[src/rtl/stack_cpu_pkg.sv]
// stack_cpu_pkg: shared widths, phase/opcode encodings and ALU function codes for the stack CPU
package stack_cpu_pkg;
  localparam int INSN_W = 16;
  localparam int PC_W = 10;
  localparam int DATA_W = 8;
  typedef enum logic [1:0] {FETCH = 2'd0, EXEC = 2'd1, LOAD = 2'd2} phase_t;
  typedef enum logic [3:0] {
    OP_NOP = 4'h0, OP_PUSH = 4'h1, OP_JMP = 4'h2, OP_JZ = 4'h3,
    OP_LD = 4'h4, OP_ST = 4'h5, OP_ALU = 4'h6
  } opcode_t;
  localparam logic [3:0] ALU_ADD = 4'd0;
  localparam logic [3:0] ALU_SUB = 4'd1;
  localparam logic [3:0] ALU_AND = 4'd2;
  localparam logic [3:0] ALU_OR = 4'd3;
  localparam logic [3:0] ALU_XOR = 4'd4;
  localparam logic [3:0] ALU_NOT = 4'd5;
  localparam logic [3:0] ALU_EQ = 4'd6;
  localparam logic [3:0] ALU_LTU = 4'd7;
  localparam logic [3:0] ALU_DUP = 4'd8;
  localparam logic [3:0] ALU_DROP = 4'd9;
endpackage

[src/rtl/stack_cpu_if.sv]
// stack_cpu_if: CPU bus (master drives pc/mem_addr/wr_data/mem_wr, slave returns registered insn/rd_data)
interface stack_cpu_if;
  import stack_cpu_pkg::*;
  logic [PC_W-1:0] pc;
  logic [INSN_W-1:0] insn;
  logic [DATA_W-1:0] mem_addr;
  logic [DATA_W-1:0] rd_data;
  logic [DATA_W-1:0] wr_data;
  logic mem_wr;
  modport master(output pc, mem_addr, wr_data, mem_wr, input insn, rd_data);
  modport slave(input pc, mem_addr, wr_data, mem_wr, output insn, rd_data);
endinterface

[src/rtl/stack_cpu_alu.sv]
// stack_cpu_alu: combinational 8-bit ALU; in a (next), b (TOS), func[3:0]; out y
module stack_cpu_alu
  import stack_cpu_pkg::*;
(
  input  logic [DATA_W-1:0] a,
  input  logic [DATA_W-1:0] b,
  input  logic [3:0]        func,
  output logic [DATA_W-1:0] y
);
  always_comb
    y = func == ALU_ADD ? a + b :
        func == ALU_SUB ? a - b :
        func == ALU_AND ? a & b :
        func == ALU_OR  ? a | b :
        func == ALU_XOR ? a ^ b :
        func == ALU_EQ  ? DATA_W'(a == b) :
        func == ALU_LTU ? DATA_W'(a < b) :
        func == ALU_NOT ? ~b : b;
endmodule

[src/rtl/stack_cpu.sv]
// stack_cpu: 8-bit stack-machine core; clk, rst (sync high), bus (pc/insn ROM side, mem_addr/rd_data/wr_data/mem_wr RAM side)
module stack_cpu
  import stack_cpu_pkg::*;
#(
  parameter int STACK_DEPTH = 8
) (
  input logic clk,
  input logic rst,
  stack_cpu_if.master bus
);
  phase_t phase;
  logic [PC_W-1:0] pc;
  logic [DATA_W-1:0] stack [STACK_DEPTH];
  logic [DATA_W-1:0] nxt [STACK_DEPTH];
  logic [DATA_W-1:0] alu_y, top_val;
  opcode_t op;
  logic [3:0] func;
  logic exec, binary, sh_dn, sh_up, set_top, take, unused;
  assign op = opcode_t'(bus.insn[15:12]);
  assign func = bus.insn[3:0];
  assign exec = phase == EXEC;
  assign binary = func <= ALU_XOR || func == ALU_EQ || func == ALU_LTU;
  assign unused = ^bus.insn[11:10];
  stack_cpu_alu u_alu (.a(stack[1]), .b(stack[0]), .func(func), .y(alu_y));
  always_comb begin
    sh_dn = phase == LOAD || exec && (op == OP_PUSH || op == OP_ALU && func == ALU_DUP);
    sh_up = exec && (op == OP_JZ || op == OP_ST || op == OP_ALU && (binary || func == ALU_DROP));
    set_top = phase == LOAD || exec && (op == OP_PUSH || op == OP_ALU && (binary || func == ALU_NOT || func == ALU_DUP));
    top_val = phase == LOAD ? bus.rd_data : op == OP_PUSH ? bus.insn[7:0] : func == ALU_DUP ? stack[0] : alu_y;
    take = op == OP_JMP || op == OP_JZ && stack[0] == '0;
    nxt[0] = set_top ? top_val : sh_up ? stack[1] : stack[0];
    for (int i = 1; i < STACK_DEPTH - 1; i++)
      nxt[i] = sh_dn ? stack[i-1] : sh_up ? stack[i+1] : stack[i];
    nxt[STACK_DEPTH-1] = sh_dn ? stack[STACK_DEPTH-2] : sh_up ? '0 : stack[STACK_DEPTH-1];
  end
  always_ff @(posedge clk)
    if (rst) begin
      phase <= FETCH;
      pc <= '0;
      for (int i = 0; i < STACK_DEPTH; i++) stack[i] <= '0;
    end else begin
      for (int i = 0; i < STACK_DEPTH; i++) stack[i] <= nxt[i];
      phase <= phase == FETCH ? EXEC : exec && op == OP_LD ? LOAD : FETCH;
      if (exec) pc <= take ? bus.insn[PC_W-1:0] : pc + PC_W'(1);
    end
  assign bus.pc = pc;
  assign bus.mem_addr = bus.insn[7:0];
  assign bus.wr_data = stack[0];
  assign bus.mem_wr = exec && op == OP_ST && !rst;
endmodule

[src/flat_wrapper.sv]
// flat-port wrapper written by rule: the top's interface ports become plain ports
module stack_cpu_flat import stack_cpu_pkg::*;
#(
  parameter int STACK_DEPTH = 8
)
  (clk, rst, bus_pc, bus_mem_addr, bus_wr_data, bus_mem_wr, bus_insn, bus_rd_data);
  stack_cpu_if bus_i ();
  input logic clk;
  input logic rst;
  output wire logic [$bits(bus_i.pc)-1:0] bus_pc;
  output wire logic [$bits(bus_i.mem_addr)-1:0] bus_mem_addr;
  output wire logic [$bits(bus_i.wr_data)-1:0] bus_wr_data;
  output wire logic [$bits(bus_i.mem_wr)-1:0] bus_mem_wr;
  input wire logic [$bits(bus_i.insn)-1:0] bus_insn;
  input wire logic [$bits(bus_i.rd_data)-1:0] bus_rd_data;
  assign bus_pc = bus_i.pc;
  assign bus_mem_addr = bus_i.mem_addr;
  assign bus_wr_data = bus_i.wr_data;
  assign bus_mem_wr = bus_i.mem_wr;
  assign bus_i.insn = bus_insn;
  assign bus_i.rd_data = bus_rd_data;
  stack_cpu #(.STACK_DEPTH(STACK_DEPTH)) u_core (.clk(clk), .rst(rst), .bus(bus_i));
endmodule
[config.mk]
export PLATFORM = sky130hd
export DESIGN_NAME = stack_cpu_flat
export DESIGN_NICKNAME = d
export VERILOG_FILES = /design/src/rtl/stack_cpu_pkg.sv /design/src/rtl/stack_cpu_if.sv /design/src/rtl/stack_cpu_alu.sv /design/src/rtl/stack_cpu.sv /design/src/flat_wrapper.sv
export SDC_FILE = /design/constraint.sdc
export NUM_CORES = 1
export LEC_CHECK = 0
export CELL_PAD_IN_SITES_DETAIL_PLACEMENT = 0
export CELL_PAD_IN_SITES_GLOBAL_PLACEMENT = 1
export CORE_MARGIN = 5
export CORE_UTILIZATION = 39
export CTS_CLUSTER_DIAMETER = 100
export DETAILED_ROUTE_END_ITERATION = 7
export MAX_ROUTING_LAYER = met4
export PLACE_DENSITY_LB_ADDON = 0.1
export SLEW_MARGIN = 30
export SYNTH_ARGS = -nofsm -noshare
export SYNTH_HDL_FRONTEND = slang
export SYNTH_HIERARCHICAL = 1
export SYNTH_SLANG_ARGS = --single-unit
[constraint.sdc]
create_clock -name clk -period 2.3 [get_ports clk]
set_input_delay 0.23 -clock clk [delete_from_list [all_inputs] [get_ports clk]]
set_output_delay 0.23 -clock clk [all_outputs]
set_load 0.005 [all_outputs]
==> impl_metrics.tcl, run 1 <==
set metrics [dict create \
    fmax_mhz 425 \
    initial_core_util_pct 39.4 \
    syn_area_um2 5430 \
    groute.usage.overall_pct 20.6 \
    top_usage_layer "met2" \
    hold_slack_ps 368 \
    p_per_area_nw_per_um2 484 \
    outcome "complete, but fails checks" \
    met2_usage_pct 31.4 \
    grt_pass1_wl_mm 26.7 \
    synth-adder-area-share_pct 6.50 \
    synth.most_common_cell "nand2_1" \
    gp_congestion 0.942 \
    insertion_delay_ps 330 \
    nFillCells 1360 \
    synth_edf_count 0 \
    drc 0 \
    grt_max_degree 51 \
    hold_viol 0 \
    critPathKind "flip-flop to flip-flop" \
    antenna_left 0 \
    failed_checks "negative setup slack" \
    cts.clk_slew.worst_paths_ps 60 \
    ys_seq_area_share_pct 28.0 \
    seqCellArea_um2 1530 \
    leakage_nw 2.79 \
    syn_area_per_cell_um2 8.08 \
    multiInputGateArea_um2 3580 \
    via_per_inst 5.48 \
    ys_types 77 \
    relSlewSlack_pct 63.9 \
    dieArea_um2 16400 \
    dr.pass1.iters 4 \
    stdcell_count 960 \
    min_period_over_period_pct 102 \
    grt_overflow 0 \
    drt_wl_total_mm 16.3 \
    dp_slack_ps -216 \
    worstPathRequired_ps 2570 \
    clk_path_buf_depth 2 \
    cts-root-buf "clkbuf_16" \
    slew_viol_final 0 \
    ctsHtreeMaxLevel 3 \
    met3_usage_pct 2.88 \
    fin_worst_skew_ps 8.86 \
    ys_top_cells_by_area "dfxtp_1, mux2i_1, ha_1" \
    nNetsFinal 828 \
    yosys.area_share.simple_pct 22.6 \
    placed_cells_incl_taps 941 \
    grt_pass1_vias 5006 \
    grt_setup_unrepaired "yes" \
    fp-row-count 43 \
    synth_top_family_by_area "compound AO/OA/AOI/OAI gates" \
    io_buffers 50 \
    netlist.area_leader.share_pct 28.0 \
    synthArstFlopShare_pct 0 \
    finalCriticalPeriod_ps 2350 \
    ys.flop_type "dfxtp_1" \
    hp-class "input port to flip-flop" \
    irDropWorstVdd_mv 0.442 \
    synthMuxAreaShare_pct 6.85 \
    antenna_found_initial 0 \
    pin_count 53 \
    hpwl_mm 12.3 \
    finalSetupViolations 2 \
    final_util_pct 52.1 \
    dr_total_vias 5264 \
    synthCells 672 \
    chipHeight_um 128 \
    end_kind "flip-flop" \
    use_met1_pct 28.4 \
    cts_tree "done" \
    setup_tns_ps -82.3 \
    synth_top_area_cell "dfxtp_1" \
    cts_buffers 9 \
    critPathLaunchType "flip-flop" \
    timing.final.ws_setup_ps -52.1 \
    drive_gt1_share_pct 23.3 \
    ys_ff_latch 76 \
    areaGrowthSynthToFinish_pct 32.1 \
    die_w_um 128 \
    antennaDiodeCount 0 \
    syn_nets 725 \
    drt-initial-drc-count 328 \
    netlist_top_cells_count "nand2_1, dfxtp_1, nor2_1" \
    routedWlPerCell_um 17.0 \
    synth_compound_area_share_pct 25.2 \
    worst_pin_slew_ps 541 \
    clock-sinks 76 \
    core_um2 13800 \
    synth_warnings 6 \
    worst_ep_arrival_time_ps 2620 \
    crit_path_max_fanout 7 \
    maxCapViolCount 0 \
    synth_xor_area_share_pct 0.645 \
]
[kinds of logic (layout without fill, tap and decap cells)]
family | Yosys count | in the layout
multiplexers | 37 | 37
adder cells (fa/ha/maj) | 27 | 27
AND/OR/NAND/NOR | 248 | 248
buffers and inverters | 95 | 203
AO/OA/AOI/OAI | 185 | 185
XOR/XNOR | 4 | 4
flip-flops | 76 | 76
[power breakdown]
group          switching, W  leakage [nW]  internal (W)
sequential        0.0000344         0.619       0.00135
clock              0.000530         0.151      0.000952
combinational      0.000309          2.02      0.000291
[what timing repair did]
item | in CTS | in global routing
gates resized for setup | 27 | 21
hold buffers | 0 | 0
buffers inserted | 2 | 1
cloned | 0 | 0
setup endpoints to repair | 7 | 14
pin swaps | 17 | 12
[worst max-delay path, stage by stage (launching register included)]
cell      delay, ps
dfxtp_2         380
inv_1            60
ha_2            410
buf_4           150
nand2b_2         50
a221oi_2        310
o41ai_2         130
nand2b_4        150
a211oi_2        220
nand3_1         100
a31oi_1         200
a221o_1         140
[path summary, 6_finish.rpt]
path,slack [ps],cells after the start,from,end
setup / recovery,-50,11,u_core/stack[0][12]$_SDFFE_PP0P_,u_core/stack[0][7]$_SDFFE_PP0P_
hold / removal,370,2,rst,u_core/stack[1][30]$_SDFFE_PP0P_
setup reg to reg,-50,11,u_core/stack[0][12]$_SDFFE_PP0P_,u_core/stack[0][7]$_SDFFE_PP0P_
hold reg to reg,470,2,u_core/stack[1][28]$_SDFFE_PP0P_,u_core/stack[1][28]$_SDFFE_PP0P_
[final cells by class]
class                   instances  area share [%]
flip-flops and latches         76            21.4
repair buffers                161            19.9
multi-input cells             501            49.9
clock inverters                 4            1.03
well taps                     180            3.14
clock buffers                  12            3.30
inverters                      26            1.36
[flip-flops by register name (all words and copies together) (netlist names)]
signal and count:
u_core/phase 2, u_core/bus.pc 10, u_core/stack 64
[cells in the final DEF (no fill, tap or decap), drive strengths merged, types with 5 or more instances in the layout]
master and n:
clkbuf 12, a21oi 29, dfxtp 76, a22oi 6
o21ai 22, buf 112, inv 26, nand3b 5
a211o 5, nor3b 5, nand2b 12, a211oi 35
or3 6, clkdlybuf4s50 49, nor2 66, a31oi 17
nand2 80, o221ai 5, a221o 8, nor3 9
ha 25, mux2i 36, nor2b 8, a311oi 18
nand3 36, a21o 5
[stage by stage]
stage / power [W] / cell area (µm²)
finish: 0.00347 / 7170
global route: 0.00363 / 7170
CTS: 0.00350 / 7060
detailed placement: 0.00199 / 6640
global placement: 0.00198 / 6640
floorplan: 0.00173 / 5440
[layer usage]
| metal | part of all wire [%] | wire length (µm) |
|---|---|---|
| met1 | 48 | 7860 |
| met3 | 3.9 | 631 |
| met4 | 1.7 | 272 |
| met5 | 0 | 0 |
| met2 | 46 | 7530 |
Power figures use the tool's default switching activity.
==> run 2: changes to the inputs <==
CORE_UTILIZATION = 44   (was 39)
GPL_TIMING_DRIVEN = 0   (was default)
clock period = 2.45 ns   (was 2.3 ns; I/O delays follow)
==> run 2 against run 1 <==
  * The run still ends with negative setup slack left
  * First-iteration DRC count is 31% higher
  * Worst hold slack worse by 180 ps
  * Clock power is 3% lower
  * Fmax is 4.7% lower
  * Sequential cell count stayed put
  * Utilization is 4.1 points higher
  * Sequential power is 6% lower
  * Die area is 11% lower
  * Sequential share of layout area is 1.8 points higher
==> impl_metrics.tcl, run 2 (synthesis gave the netlist of run 1 again) <==
set metrics [dict create \
    outcome "complete, but fails checks" \
    failed_checks "negative setup slack" \
    end_kind "flip-flop" \
    largest_reg_flops 64 \
    critPathLaunchType "flip-flop" \
    fin_worst_skew_ps 10.1 \
    finalSetupViolations 2 \
    fmax_mhz 405 \
    fp-row-count 40 \
    antenna_found_initial 0 \
    grt_max_degree 15 \
    ctsHtreeMaxLevel 3 \
    path_cells "inv_1 > ha_2 > or3_4 > a2111oi_4 > o41ai_2 > nand2b_4 > a211oi_4 > nand3_1 > a31oi_1 > a221o_1" \
    nNetsFinal 795 \
    startpoint "u_core/stack[0][4]$_SDFFE_PP0P_" \
    core_um2 12100 \
    grt_setup_unrepaired "yes" \
    drt_wl_total_mm 17.5 \
    cts-root-buf "clkbuf_16" \
    clock-sinks 76 \
    pin_count 53 \
    via_per_inst 5.94 \
    p_int_w 0.00238 \
    worst_ep_arrival_time_ps 2730 \
    die_w_um 121 \
    dieArea_um2 14700 \
    hpwl_mm 12.6 \
    top_register "u_core/stack" \
    dp_slack_ps -470 \
    leakage_nw 2.53 \
    hold_buffers 0 \
    nFillCells 1107 \
    drt-initial-drc-count 430 \
    worstPathRequired_ps 2710 \
    hp-start "bus_insn[13]" \
    cts_tree "done" \
    irDropWorstVdd_mv 0.442 \
    drive_gt1_share_pct 18.1 \
    slew_viol_final 0 \
    power_w 0.00326 \
    grt_overflow 0 \
    drc 0 \
    dr.pass1.iters 5 \
    power_switching_w 0.000872 \
    cts_buffers 9 \
    clk_path_buf_depth 2 \
    timing.final.ws_setup_ps -18.7 \
    final_util_pct 56.1 \
    r2r_start "u_core/stack[0][4]$_SDFFE_PP0P_" \
    antennaDiodeCount 0 \
    insertion_delay_ps 330 \
    grt_pass1_vias 5227 \
    worst_pin_slew_ps 833 \
    power_frac_seq_pct 39.9 \
    critPathKind "flip-flop to flip-flop" \
    antenna_left 0 \
    final_cell_mix "nand2_1, nor2_1, dfxtp_1" \
    hp-class "input port to flip-flop" \
    grt_pass1_wl_mm 28.0 \
    gp_congestion 0.880 \
    finalCriticalPeriod_ps 2470 \
    dr_total_vias 5431 \
    maxCapViolCount 0 \
    areaGrowthSynthToFinish_pct 24.7 \
    routedWlPerCell_um 19.1 \
    groute.usage.overall_pct 24.6 \
    chipHeight_um 121 \
    hold_viol 0 \
    reg_top3 "u_core/stack: 64 flops, u_core/bus.pc: 10 flops, u_core/phase: 2 flops" \
    final_common_cell "nand2_1" \
    sw_frac_of_total_pct 26.8 \
    min_period_over_period_pct 101 \
    p_per_area_nw_per_um2 481 \
    cts.clk_slew.worst_paths_ps 60 \
    clock_power_share_pct 44.3 \
    cp.buffers_inverters 1 \
    cp_top_family "compound AO/OA/AOI/OAI gates" \
    crit_path_max_fanout 4 \
    io_buffers 48 \
    cp_slowest_cell "a2111oi_4" \
    pwr-share-comb_pct 15.7 \
    critPathMaxStageDelay_ps 440 \
    initial_core_util_pct 45.0 \
    relSlewSlack_pct 44.3 \
]
-- run 2: cell type report --
class	count	area (µm²)	area share [%]
tap	168	210	3.11
clock buffer	9	225	3.33
sequential	76	1570	23.1
multi-input combinational	501	3550	52.4
timing repair buffer	59	563	8.32
buffer	69	459	6.78
clock inverter	7	98.8	1.46
inverter	26	101	1.50
-- run 2: timing repair --
action | CTS | global route
setup buffers | 1 | 10
pin swaps | 10 | 12
endpoints found under the setup margin | 8 | 13
endpoints found under the hold margin | 0 | 0
resized for setup | 36 | 37
-- run 2: stage by stage --
step	std cells	hold WS (ps)	setup TNS (ps)	area (µm²)
finish	915	192	-28.5	6770
global route	915	197	-494	6770
CTS	905	185	-26.7	6560
detailed placement	888	464	-10290	6120
global placement	888	456	-8680	6120
floorplan	672	324	0	5430
-- run 2: worst paths after layout --
path | slack, ps | depth (start not counted) | to
min | 190 | 2 | u_core/phase[1]$_SDFF_PP0_
max reg2reg | -20 | 10 | u_core/stack[0][7]$_SDFFE_PP0P_
min reg2reg | 470 | 2 | u_core/stack[1][29]$_SDFFE_PP0P_
max | -20 | 10 | u_core/stack[0][7]$_SDFFE_PP0P_
-- run 2: power groups by stage --
stage,clock network [W],registers (W),logic (W)
after global placement,0,0.00133,0.000471
after detailed placement,0,0.00134,0.000474
after global routing,0.00153,0.00130,0.000556
final,0.00144,0.00130,0.000512
after floorplan,0,0.00132,0.000302
after CTS,0.00147,0.00130,0.000487
-- run 2: layer usage --
metal	global-route usage (%)	share of wire, %
met5	-	0
met4	6.02	1.4
met3	4.06	6.7
met2	39.9	48
met1	32.2	44
